<file path="config.mk">
export PLATFORM = sky130hd
export DESIGN_NAME = md_iter_unit
export DESIGN_NICKNAME = d
export VERILOG_FILES = /design/src/rtl/md_pkg.sv /design/src/rtl/md_step.sv /design/src/rtl/md_iter_unit.sv
export SDC_FILE = /design/constraint.sdc
export NUM_CORES = 1
export LEC_CHECK = 0
export CAP_MARGIN = 20
export CORE_ASPECT_RATIO = 0.6
export CORE_MARGIN = 2
export CORE_UTILIZATION = 43
export CTS_BUF_LIST = sky130_fd_sc_hd__clkbuf_8
export DETAILED_ROUTE_END_ITERATION = 8
export GPL_TIMING_DRIVEN = 0
export SETUP_SLACK_MARGIN = 0.05
export SLEW_MARGIN = 20
export SYNTH_ARGS = -nofsm -noshare
export SYNTH_HDL_FRONTEND = slang
export SYNTH_SLANG_ARGS = --single-unit
export TNS_END_PERCENT = 20
</file>
<file path="constraint.sdc">
create_clock -name CLK -period 4.41 [get_ports CLK]
set_clock_uncertainty 0.2 [all_clocks]
set_input_delay 0.882 -clock CLK [delete_from_list [all_inputs] [get_ports CLK]]
set_output_delay 0.882 -clock CLK [all_outputs]
set_load 0.05 [all_outputs]
</file>
<file path="src/rtl/md_pkg.sv">
`default_nettype none
// ============================================================================
// Module      : md_pkg
// Description : Shared definitions for the iterative multiply/divide unit:
//               op encoding, FSM state encoding and the widened absolute
//               value helper.
// Revision    : 1.0 - initial release
// ============================================================================
package md_pkg;

    // op encoding presented by EX (6 and 7 are no-ops)
    localparam logic [2:0] MD_MULT  = 3'd0;
    localparam logic [2:0] MD_MULTU = 3'd1;
    localparam logic [2:0] MD_DIV   = 3'd2;
    localparam logic [2:0] MD_DIVU  = 3'd3;
    localparam logic [2:0] MD_MTHI  = 3'd4;
    localparam logic [2:0] MD_MTLO  = 3'd5;

    // Widest supported operand; abs_ext works at this width plus one bit.
    localparam int MD_MAX_W = 64;

    typedef enum logic [1:0] {
        MD_IDLE = 2'd0,
        MD_CALC = 2'd1,
        MD_FIX  = 2'd2
    } md_state_e;

    // Absolute value of a sign-extended operand. The extra bit keeps the
    // magnitude of the most-negative value representable.
    function automatic logic [MD_MAX_W:0] abs_ext(input logic [MD_MAX_W:0] v);
        return v[MD_MAX_W] ? -v : v;
    endfunction

endpackage : md_pkg
`default_nettype wire

</file>
<file path="src/rtl/md_step.sv">
`default_nettype none
// ============================================================================
// Module      : md_step
// Description : One radix-2 iteration of the multiply/divide datapath.
//               acc = {upper (WIDTH+1 bits), lower (WIDTH bits)}.
//               Multiply: upper += lower[0] ? opd : 0, then shift right 1.
//               Divide  : restoring step; shift {rem,quo} left 1, try rem-opd,
//                         keep the difference when it does not borrow.
// Ports       : is_div_i  - select divide step (1) or multiply step (0)
//               acc_i     - current accumulator pair
//               opd_i     - multiplicand / divisor magnitude
//               acc_o     - accumulator pair after one iteration
// Revision    : 1.0 - initial release
// ============================================================================
module md_step
    import md_pkg::*;
#(
    parameter int WIDTH = 32
) (
    input  logic               is_div_i,
    input  logic [2*WIDTH:0]   acc_i,
    input  logic [WIDTH:0]     opd_i,
    output logic [2*WIDTH:0]   acc_o
);

    logic [WIDTH:0]   w_upper;
    logic [WIDTH-1:0] w_lower;
    logic [WIDTH:0]   w_sum;
    logic [WIDTH:0]   w_shift;
    logic [WIDTH+1:0] w_diff;

    assign w_upper = acc_i[2*WIDTH:WIDTH];
    assign w_lower = acc_i[WIDTH-1:0];

    // Partial product stays below 2^WIDTH, so the sum never overflows WIDTH+1.
    assign w_sum   = w_upper + (w_lower[0] ? opd_i : '0);

    // Remainder stays below the divisor, so dropping its top bit is lossless.
    assign w_shift = {w_upper[WIDTH-1:0], w_lower[WIDTH-1]};
    assign w_diff  = {1'b0, w_shift} - {1'b0, opd_i};

    always_comb begin
        acc_o = '0;
        if (is_div_i) begin
            if (!w_diff[WIDTH+1]) begin
                acc_o = {w_diff[WIDTH:0], w_lower[WIDTH-2:0], 1'b1};
            end else begin
                acc_o = {w_shift, w_lower[WIDTH-2:0], 1'b0};
            end
        end else begin
            acc_o = {1'b0, w_sum, w_lower[WIDTH-1:1]};
        end
    end

endmodule : md_step
`default_nettype wire

</file>
<file path="src/rtl/md_iter_unit.sv">
`default_nettype none
// ============================================================================
// Module      : md_iter_unit
// Description : Multi-cycle multiply/divide unit with architectural HI/LO.
//               Signed ops run on magnitudes and fix the sign in FIX.
//               Optional macro MDU_EARLY_OUT_EN enables early termination
//               (variable latency); undefined gives WIDTH+1 busy cycles.
// Ports       : CLK, PowerSwch (async active-low reset)
//               start/op/rs_val/rt_val - request from EX
//               abort                  - flush of the in-flight op
//               busy, done             - status to hazard logic / EX
//               hi_o, lo_o             - HI/LO registers
//               div_zero               - sticky divide-by-zero flag
// Revision    : 1.0 - initial release
// ============================================================================
module md_iter_unit
    import md_pkg::*;
#(
    parameter int WIDTH = 32,
    parameter int CNT_W = $clog2(WIDTH+1)
) (
    input  logic             CLK,
    input  logic             PowerSwch,
    input  logic             start,
    input  logic [2:0]       op,
    input  logic [WIDTH-1:0] rs_val,
    input  logic [WIDTH-1:0] rt_val,
    input  logic             abort,
    output logic             busy,
    output logic             done,
    output logic [WIDTH-1:0] hi_o,
    output logic [WIDTH-1:0] lo_o,
    output logic             div_zero
);

    localparam logic [CNT_W-1:0] c_cnt_one  = CNT_W'(1);
    localparam logic [CNT_W-1:0] c_cnt_full = CNT_W'(WIDTH);

    md_state_e          state_q;
    logic [CNT_W-1:0]   cnt_q;
    logic [2*WIDTH:0]   acc_q;
    logic [WIDTH:0]     opd_q;
    logic               is_div_q, neg_res_q, neg_rem_q, dz_q;
    logic               busy_q, done_q;
    logic [WIDTH-1:0]   hi_q, lo_q;
    logic [WIDTH-1:0]   hi_d, lo_d;

    // ---------------------------------------------------------------- accept
    logic               w_signed;
    logic [MD_MAX_W:0]  w_rs_abs, w_rt_abs;
    logic [WIDTH:0]     w_rs_mag, w_rt_mag;

    assign w_signed = (op == MD_MULT) || (op == MD_DIV);
    assign w_rs_abs = abs_ext({{(MD_MAX_W+1-WIDTH){w_signed & rs_val[WIDTH-1]}}, rs_val});
    assign w_rt_abs = abs_ext({{(MD_MAX_W+1-WIDTH){w_signed & rt_val[WIDTH-1]}}, rt_val});
    assign w_rs_mag = w_rs_abs[WIDTH:0];
    assign w_rt_mag = w_rt_abs[WIDTH:0];

    // ------------------------------------------------------------- iteration
    logic [2*WIDTH:0]   w_step;
    logic [CNT_W-1:0]   w_cnt_dec;
    logic               w_calc_last;

    assign w_cnt_dec = cnt_q - c_cnt_one;

    md_step #(.WIDTH(WIDTH)) u_step (
        .is_div_i (is_div_q),
        .acc_i    (acc_q),
        .opd_i    (opd_q),
        .acc_o    (w_step)
    );

    logic [2*WIDTH-1:0] w_prod_mag;

`ifdef MDU_EARLY_OUT_EN
    logic w_mul_rest_zero;
    logic w_div_early;

    // Multiplier bits not yet consumed sit in the low w_cnt_dec bits.
    always_comb begin
        w_mul_rest_zero = 1'b1;
        for (int i = 0; i < WIDTH; i++) begin
            if ((i < int'(w_cnt_dec)) && w_step[i]) begin
                w_mul_rest_zero = 1'b0;
            end
        end
    end

    assign w_div_early = is_div_q && (cnt_q == c_cnt_full) &&
                         ({1'b0, acc_q[WIDTH-1:0]} < opd_q);
    assign w_calc_last = (cnt_q == c_cnt_one) || (!is_div_q && w_mul_rest_zero);
    // Remaining shift-only iterations are applied in one barrel shift.
    assign w_prod_mag  = acc_q[2*WIDTH-1:0] >> cnt_q;
`else
    assign w_calc_last = (cnt_q == c_cnt_one);
    assign w_prod_mag  = acc_q[2*WIDTH-1:0];
`endif

    // ------------------------------------------------------------ sign fixup
    logic [2*WIDTH-1:0] w_prod;
    logic [WIDTH-1:0]   w_quo, w_rem;

    always_comb begin
        w_prod = neg_res_q ? -w_prod_mag : w_prod_mag;
        w_quo  = dz_q ? '1 : (neg_res_q ? -acc_q[WIDTH-1:0] : acc_q[WIDTH-1:0]);
        w_rem  = neg_rem_q ? -acc_q[2*WIDTH-1:WIDTH] : acc_q[2*WIDTH-1:WIDTH];
        if (is_div_q) begin
            hi_d = w_rem;
            lo_d = w_quo;
        end else begin
            hi_d = w_prod[2*WIDTH-1:WIDTH];
            lo_d = w_prod[WIDTH-1:0];
        end
    end

    // ------------------------------------------------------------------- FSM
    always_ff @(posedge CLK or negedge PowerSwch) begin
        if (!PowerSwch) begin
            state_q   <= MD_IDLE;
            cnt_q     <= '0;
            acc_q     <= '0;
            opd_q     <= '0;
            is_div_q  <= 1'b0;
            neg_res_q <= 1'b0;
            neg_rem_q <= 1'b0;
            dz_q      <= 1'b0;
            busy_q    <= 1'b0;
            done_q    <= 1'b0;
            hi_q      <= '0;
            lo_q      <= '0;
        end else begin
            done_q <= 1'b0;
            case (state_q)
                MD_IDLE: begin
                    if (start && !abort) begin
                        if (!op[2]) begin
                            is_div_q  <= op[1];
                            neg_res_q <= w_signed & (rs_val[WIDTH-1] ^ rt_val[WIDTH-1]);
                            neg_rem_q <= w_signed & rs_val[WIDTH-1];
                            dz_q      <= op[1] & (rt_val == '0);
                            acc_q     <= {{(WIDTH+1){1'b0}},
                                          op[1] ? w_rs_mag[WIDTH-1:0] : w_rt_mag[WIDTH-1:0]};
                            opd_q     <= op[1] ? w_rt_mag : w_rs_mag;
                            cnt_q     <= c_cnt_full;
                            busy_q    <= 1'b1;
                            state_q   <= MD_CALC;
                        end else if (op == MD_MTHI) begin
                            hi_q <= rs_val;
                        end else if (op == MD_MTLO) begin
                            lo_q <= rs_val;
                        end
                    end
                end
                MD_CALC: begin
                    if (abort) begin
                        busy_q  <= 1'b0;
                        state_q <= MD_IDLE;
                    end
`ifdef MDU_EARLY_OUT_EN
                    else if (w_div_early) begin
                        // Dividend below divisor: quotient 0, remainder = dividend.
                        acc_q   <= {1'b0, acc_q[WIDTH-1:0], {WIDTH{1'b0}}};
                        state_q <= MD_FIX;
                    end
`endif
                    else begin
                        acc_q <= w_step;
                        cnt_q <= w_cnt_dec;
                        if (w_calc_last) begin
                            state_q <= MD_FIX;
                        end
                    end
                end
                MD_FIX: begin
                    busy_q  <= 1'b0;
                    state_q <= MD_IDLE;
                    if (!abort) begin
                        hi_q   <= hi_d;
                        lo_q   <= lo_d;
                        done_q <= 1'b1;
                    end
                end
                default: begin
                    busy_q  <= 1'b0;
                    state_q <= MD_IDLE;
                end
            endcase
        end
    end

    assign busy     = busy_q;
    assign done     = done_q;
    assign hi_o     = hi_q;
    assign lo_o     = lo_q;
    assign div_zero = dz_q;

endmodule : md_iter_unit
`default_nettype wire

</file>
==> reports/results.txt, run 1 <==
Worst-path clk slew: 120 ps
Post-synth EDFFs: 0
Core ar.: 35,200 um2
Peak Freq: 229 MHz
Via density per instance: 6.46
Critical Path RT: 4660 ps
Worst Path Arrival: 4610 ps
Post-CTS Hold Fix Bufs: 0
Crit path kind: reg -> reg
DRT antenna net count: 0
CTS tree: built
Initial DRC count: 2,451
Largest cells by area after synthesis: dfrtp_1 28%, o21ai_0 6.8%, a21oi_1 6.3%
Final slew viol count: 0
Top-area cell type share of the netlist area: 28.5%
Synthesized instance count: 2,049
Crit share post-route: 98.9%
Drt total wl: 74,400 um
Commonest non-fill, non-tap cell in the layout: nand2_1
Deepest clock path buffer count: 2
Vias in the first global route: 15.7k
Vias: 17.4k
Syn_area_per_cell: 7.55 um2
GPL Wtd Cong: 1.02
XOR/XNOR Fraction of Synth Area: 9.74%
HPWL Detailed: 60,100 um
Synth Register Bits: 176
I/O Buffers: 136
Row cnt: 53
Reg2Reg Capture Point: acc_q[36]$_DFFE_PN0P_
Number of synthesis warnings: 0
Slew HR: 26.3%
Leakage: 7.37 nW
CTS buffer count: 17
Top Ports: 138
H-tree Lvls: 4
Post-synthesis mux area share: 3.68%
Nets: 2,351
Max FO, Critical Path: 10
Least-Margin Pin Slew: 1110 ps
Die W: 249 um
Worst hold-check path type: in -> async
Share of flip-flops with an asynchronous set or reset: 100%
Initial antenna violation count: 1
Detailed Routing Iterations Pass 1: 6
Post-Place Cell Area: 17,500 um2
Largest net degree at the start of global routing: 76
Register-to-Register Path Depth: 12
Clock Sinks: 176
Synthesized-area fraction occupied by adder cells: 6.00%
Share of cells above drive strength 1: 4.46%
Die area: 37,600 um2
Post-place setup slack: -1130 ps
Post-synth cell types: 75
Fin util: 51.2%
Synth Area in Compound Gates: 26.6%
DIE HEIGHT: 151 um
Largest family of logic cells by synthesized area: compound AO/OA/AOI/OAI gates
Fin area: 18,000 um2
Syn Std Cell Area: 15,500 um2
Aggregate global routing overflow: 0
Reg2reg start: acc_q[45]$_DFFE_PN0P_
DRC viols: 0
Maxcap violations: 0
Global Route Usage Sum: 39.2%
Clk_lat worst skew: 540 ps
Area grow syn2layout: 16.5%
Fraction of the mapped netlist area in simple logic gates: 20.6%
Initial Util: 43.9%
PD cells: 603 nW/um2
Routed WL per cell: 27.7 um
Most frequent cells in the layout: 229 x nand2_1, 219 x nor2_1, 210 x o21ai_0
Period minus WS final: 4360 ps
Status: complete, no violations
Final setup viols: 0
Fillers: 3,477
Final worst setup slack: 47.0 ps
Post-route setup TNS: 0 ps
Top_reg_cell synth: dfrtp_1
Reg2reg setup slack: 50 ps
Critical Path Sink Type: flip-flop
Endpoints failing hold: 0
Startpoint Class: flip-flop
Syn_nets: 2,193
Root buf cell: clkbuf_8
Worst vdd ir: 0.000321 V
Seq/Total Area, Yosys: 28.5%
Unrepaired setup endpoints after global routing: true
Tot Pwr: 0.0109 W
Synth area leader: dfrtp_1
First-pass GRT wire length: 107,000 um
==> per-stage QoR <==
stage	hold WS, ps	std cells
floorplan	250	2049
global placement	269	2652
detailed placement	270	2654
CTS	21.7	2688
global route	29.5	2687
finish	32.1	2689
==> cells by family (layout without fill, tap and decap cells) <==
family | after synthesis | after routing
xor+xnor | 172 | 172
simple gates | 697 | 697
compound gates | 676 | 676
flops | 176 | 176
mux | 56 | 56
fa+ha+maj | 73 | 73
buf+inv | 199 | 370
other cells | 0 | 2
==> sequential cells by signal (all words and copies together) (netlist names) <==
name,flops
acc_q,65
opd_q,33
hi_o,32
lo_o,32
cnt_q,6
state_q,2
busy,1
div_zero,1
done,1
is_div_q,1
neg_rem_q,1
neg_res_q,1
==> report_power, final <==
group	internal, W	switching (W)
Sequential	0.00207	0.000778
Clock	0.000531	0.000773
Combinational	0.00233	0.00439
==> what timing repair did <==
item / CTS / global route
setup endpoints to repair: 31 / 33
gates resized for setup: 12 / 17
buffers inserted: 4 / 0
==> Yosys cell counts, types with 12 or more instances <==
| master | number |
|---|---|
| inv_1 | 68 |
| o21ai_0 | 210 |
| clkbuf_1 | 116 |
| mux2i_1 | 49 |
| a21oi_1 | 194 |
| nand4_1 | 12 |
| or3_1 | 24 |
| nand2b_1 | 19 |
| o211ai_1 | 14 |
| nand2_1 | 229 |
| a21o_1 | 29 |
| nor3_1 | 53 |
| nor2_1 | 220 |
| xnor2_1 | 109 |
| o31ai_1 | 23 |
| a22oi_1 | 19 |
| and3_1 | 16 |
| xor2_1 | 63 |
| nor4_1 | 17 |
| o21a_1 | 15 |
| nand3_1 | 48 |
| o22ai_1 | 34 |
| ha_1 | 71 |
| a31oi_1 | 21 |
| dfrtp_1 | 176 |
| a211oi_1 | 26 |
| or4_1 | 14 |
==> critical path: stages (launching register included) <==
cell and delay (ps):
dfrtp_2 570, ha_1 420, a211o_1 320, a21oi_1 410, or4b_2 310, nand3_1 120
a221o_1 410, o41a_1 320, buf_2 240, clkbuf_4 310, o21ai_0 190, o211ai_1 180
a21oi_2 250
==> cell type report <==
class	instances	area, um2	share of cell area, %
multi-input cells	1674	10400	57.7
plain buffers	128	494	2.74
clock buffers	17	234	1.30
inverters	68	259	1.44
well taps	467	584	3.24
flip-flops and latches	176	4410	24.5
diodes	2	5.00	0.0278
repair buffers	142	1450	8.05
clock inverters	15	194	1.08
==> how the worst max path moves through the flow <==
stage / endpoint / startpoint / slack, ps
finish: acc_q[36]$_DFFE_PN0P_ / acc_q[45]$_DFFE_PN0P_ / 50
global route: acc_q[62]$_DFFE_PN0P_ / acc_q[0]$_DFFE_PN0P_ / -30
CTS: acc_q[36]$_DFFE_PN0P_ / acc_q[37]$_DFFE_PN0P_ / 30
detailed placement: acc_q[61]$_DFFE_PN0P_ / acc_q[0]$_DFFE_PN0P_ / -1130
global placement: acc_q[3]$_DFFE_PN0P_ / PowerSwch / -5670
floorplan: acc_q[61]$_DFFE_PN0P_ / acc_q[0]$_DFFE_PN0P_ / 650
==> routing by layer <==
layer	routed length (um)	up-vias	share of wire [%]	track usage, %
met5	0	-	0	0.130
li1	-	7706	-	-
met4	1200	0	1.6	7.18
met1	35000	8416	47	60.0
met2	25800	1165	35	47.3
met3	12400	81	17	19.5
No activity file was read; power rests on OpenSTA's default activity.
==> run 2, diff against run 1 <==
MAX_ROUTING_LAYER = met4   (was default)
==> run 2 against run 1 <==
  * Fmax rose by 1.8%
  * Critical endpoint is now acc_q[60]$_DFFE_PN0P_
  * Largest cell class unchanged
  * Global-route usage rose by 0.97 points
  * Non-clock buffer count rose by 2
==> reports/results.txt, run 2 (synthesized netlist as in run 1, its figures left out) <==
CTS tree: built
Register-to-Register Path Depth: 11 (-1)
Row cnt: 53 (unchanged)
Deepest clock path buffer count: 2 (unchanged)
Clock power frac: 12.1% (about the same)
Worst vdd ir: 0.000362 V (+13%)
Aggregate global routing overflow: 0 (unchanged)
Nets: 2,353 (+0.085%)
Worst Path Arrival: 4450 ps (-160 ps)
PD cells: 601 nW/um2 (-0.29%)
Top Ports: 138 (unchanged)
Top reg by flops: acc_q
First-pass GRT wire length: 106,000 um (-0.43%)
Crit share post-route: 97.2% (-1.8 points)
Vias in the first global route: 15.3k (-2.1%)
Drt total wl: 73,700 um (-1.0%)
Endpoints failing hold: 0 (unchanged)
CTS buffer count: 17 (unchanged)
Clk_lat worst skew: 550 ps (about the same)
Area grow syn2layout: 16.7%
Critical Path Sink Type: flip-flop
Worst hold-check path type: reg -> reg
Most frequent cells in the layout: 229 x nand2_1, 220 x nor2_1, 208 x o21ai_0
Share of cells above drive strength 1: 4.37% (-0.094 points)
Post-route setup TNS: 0 ps (unchanged)
Sw Pwr: 0.00594 W (about the same)
Largest regs: acc_q x65, opd_q x33
Startpoint Class: flip-flop
Root buf cell: clkbuf_8
Initial DRC count: 2,473 (+0.90%)
Reg2Reg Capture Point: acc_q[60]$_DFFE_PN0P_
Status: complete, no violations
GPL Wtd Cong: 1.08 (+5.9%)
HPWL Detailed: 59,700 um (-0.66%)
Final setup viols: 0 (unchanged)
Routed WL per cell: 27.4 um (-1.0%)
Leakage: 7.39 nW (+0.24%)
Reg2reg start: acc_q[50]$_DFFE_PN0P_
Sw Share: 54.7% (+0.11 points)
Critical Path RT: 4580 ps (-80 ps)
Hold path depth: 2
Die W: 249 um (unchanged)
Max reg flops: 65 (unchanged)
Global Route Usage Sum: 40.2% (+0.97 points)
Tot Pwr: 0.0109 W (-0.15%)
H-tree Lvls: 4 (unchanged)
Detailed Routing Iterations Pass 1: 6 (unchanged)
Vias: 17.3k (-0.35%)
Commonest non-fill, non-tap cell in the layout: nand2_1
DRC viols: 0 (unchanged)
I/O Buffers: 136 (unchanged)
Crit path kind: reg -> reg
Reg2reg setup slack: 130 ps (+80 ps)
Fin area: 18,000 um2 (+0.14%)
Period minus WS final: 4280 ps (-78.6 ps)
Core ar.: 35,200 um2 (unchanged)
DIE HEIGHT: 151 um (unchanged)
Worst hold slack: 293 ps (+261 ps)
Clock Sinks: 176 (unchanged)
Setup crit start: acc_q[50]$_DFFE_PN0P_
Antenna Cells: 0 (-2)
Peak Freq: 233 MHz (+1.8%)
Unrepaired setup endpoints after global routing: false
Slew HR: 23.0% (-3.3 points)
Initial Util: 43.9% (unchanged)
Largest net degree at the start of global routing: 83 (+9.2%)
Die area: 37,600 um2 (unchanged)
Comb pwr share: 61.9% (about the same)
Final slew viol count: 0 (unchanged)
Maxcap violations: 0 (unchanged)
Max FO, Critical Path: 10 (unchanged)
Worst setup path end: acc_q[60]$_DFFE_PN0P_
Initial antenna violation count: 1 (unchanged)
Seq pwr share: 26.0% (-0.2 points)
Post-Place Cell Area: 17,500 um2 (unchanged)
Internal: 0.00491 W (-0.40%)
DRT antenna net count: 0 (unchanged)
Worst-path clk slew: 130 ps (about the same)
Via density per instance: 6.44 (-0.35%)
Least-Margin Pin Slew: 1160 ps (+49.6 ps)
-- run 2: power groups by stage --
stage               Clock (W)  Sequential [W]  Combinational, W
floorplan                   0         0.00308           0.00382
global placement            0         0.00278           0.00635
detailed placement          0         0.00279           0.00639
CTS                   0.00131         0.00276           0.00645
global route          0.00137         0.00285           0.00720
finish                0.00132         0.00282           0.00672
-- run 2: what timing repair did --
| action | CTS | global route |
|---|---|---|
| gates resized for setup | 12 | 21 |
| hold buffers | 1 | 0 |
| endpoints found under the setup margin | 29 | 29 |
| buffers inserted | 4 | 0 |
| endpoints found under the hold margin | 1 | 0 |
| pin swaps | 0 | 1 |
-- run 2: worst min-delay path by stage --
| stage | from | slack (ps) | to |
|---|---|---|---|
| floorplan | opd_q[19]$_DFFE_PN0P_ | 250 | opd_q[19]$_DFFE_PN0P_ |
| global placement | opd_q[8]$_DFFE_PN0P_ | 270 | opd_q[8]$_DFFE_PN0P_ |
| detailed placement | hi_o[4]$_DFFE_PN0P_ | 270 | hi_o[4]$_DFFE_PN0P_ |
| CTS | hi_o[4]$_DFFE_PN0P_ | 300 | hi_o[4]$_DFFE_PN0P_ |
| global route | lo_o[24]$_DFFE_PN0P_ | 320 | lo_o[24]$_DFFE_PN0P_ |
| finish | hi_o[19]$_DFFE_PN0P_ | 290 | hi_o[19]$_DFFE_PN0P_ |
-- run 2: per-stage QoR --
step | std cells | worst slack, ps | utilization [%]
after floorplan | 2049 | 651 | -
after global routing | 2689 | 66.0 | 51.3
after CTS | 2690 | 17.2 | 51.1
final | 2689 | 126 | 51.3
after global placement | 2652 | -5580 | 49.5
after detailed placement | 2654 | -1190 | 49.6
-- run 2: layout make-up --
type                            instances  area, um2
Clock buffer                           17        234
Buffer                                129        503
Tap cell                              467        584
Fill cell                            3522      17200
Multi-Input combinational cell       1674      10400
Inverter                               68        259
Clock inverter                         15        203
Sequential cell                       176       4410
Timing Repair Buffer                  143       1460
-- run 2: critical path: stages (launching register included) --
cell and delay (ps):
dfrtp_1 580, ha_1 490, nand2_1 180, nor2_1 210, or4b_2 680, nand3_1 220
a221o_1 300, o41a_1 150, buf_2 320, clkbuf_4 380, mux2i_1 230, o221ai_1 170
-- run 2: metal layers --
metal | track usage, % | routed length, um | vias up
met5 | - | 0 | -
met4 | 6.03 | 1070 | 0
met3 | 15.8 | 11200 | 87
met2 | 47.6 | 25800 | 1094
met1 | 61.9 | 35600 | 8408
li1 | - | - | 7718
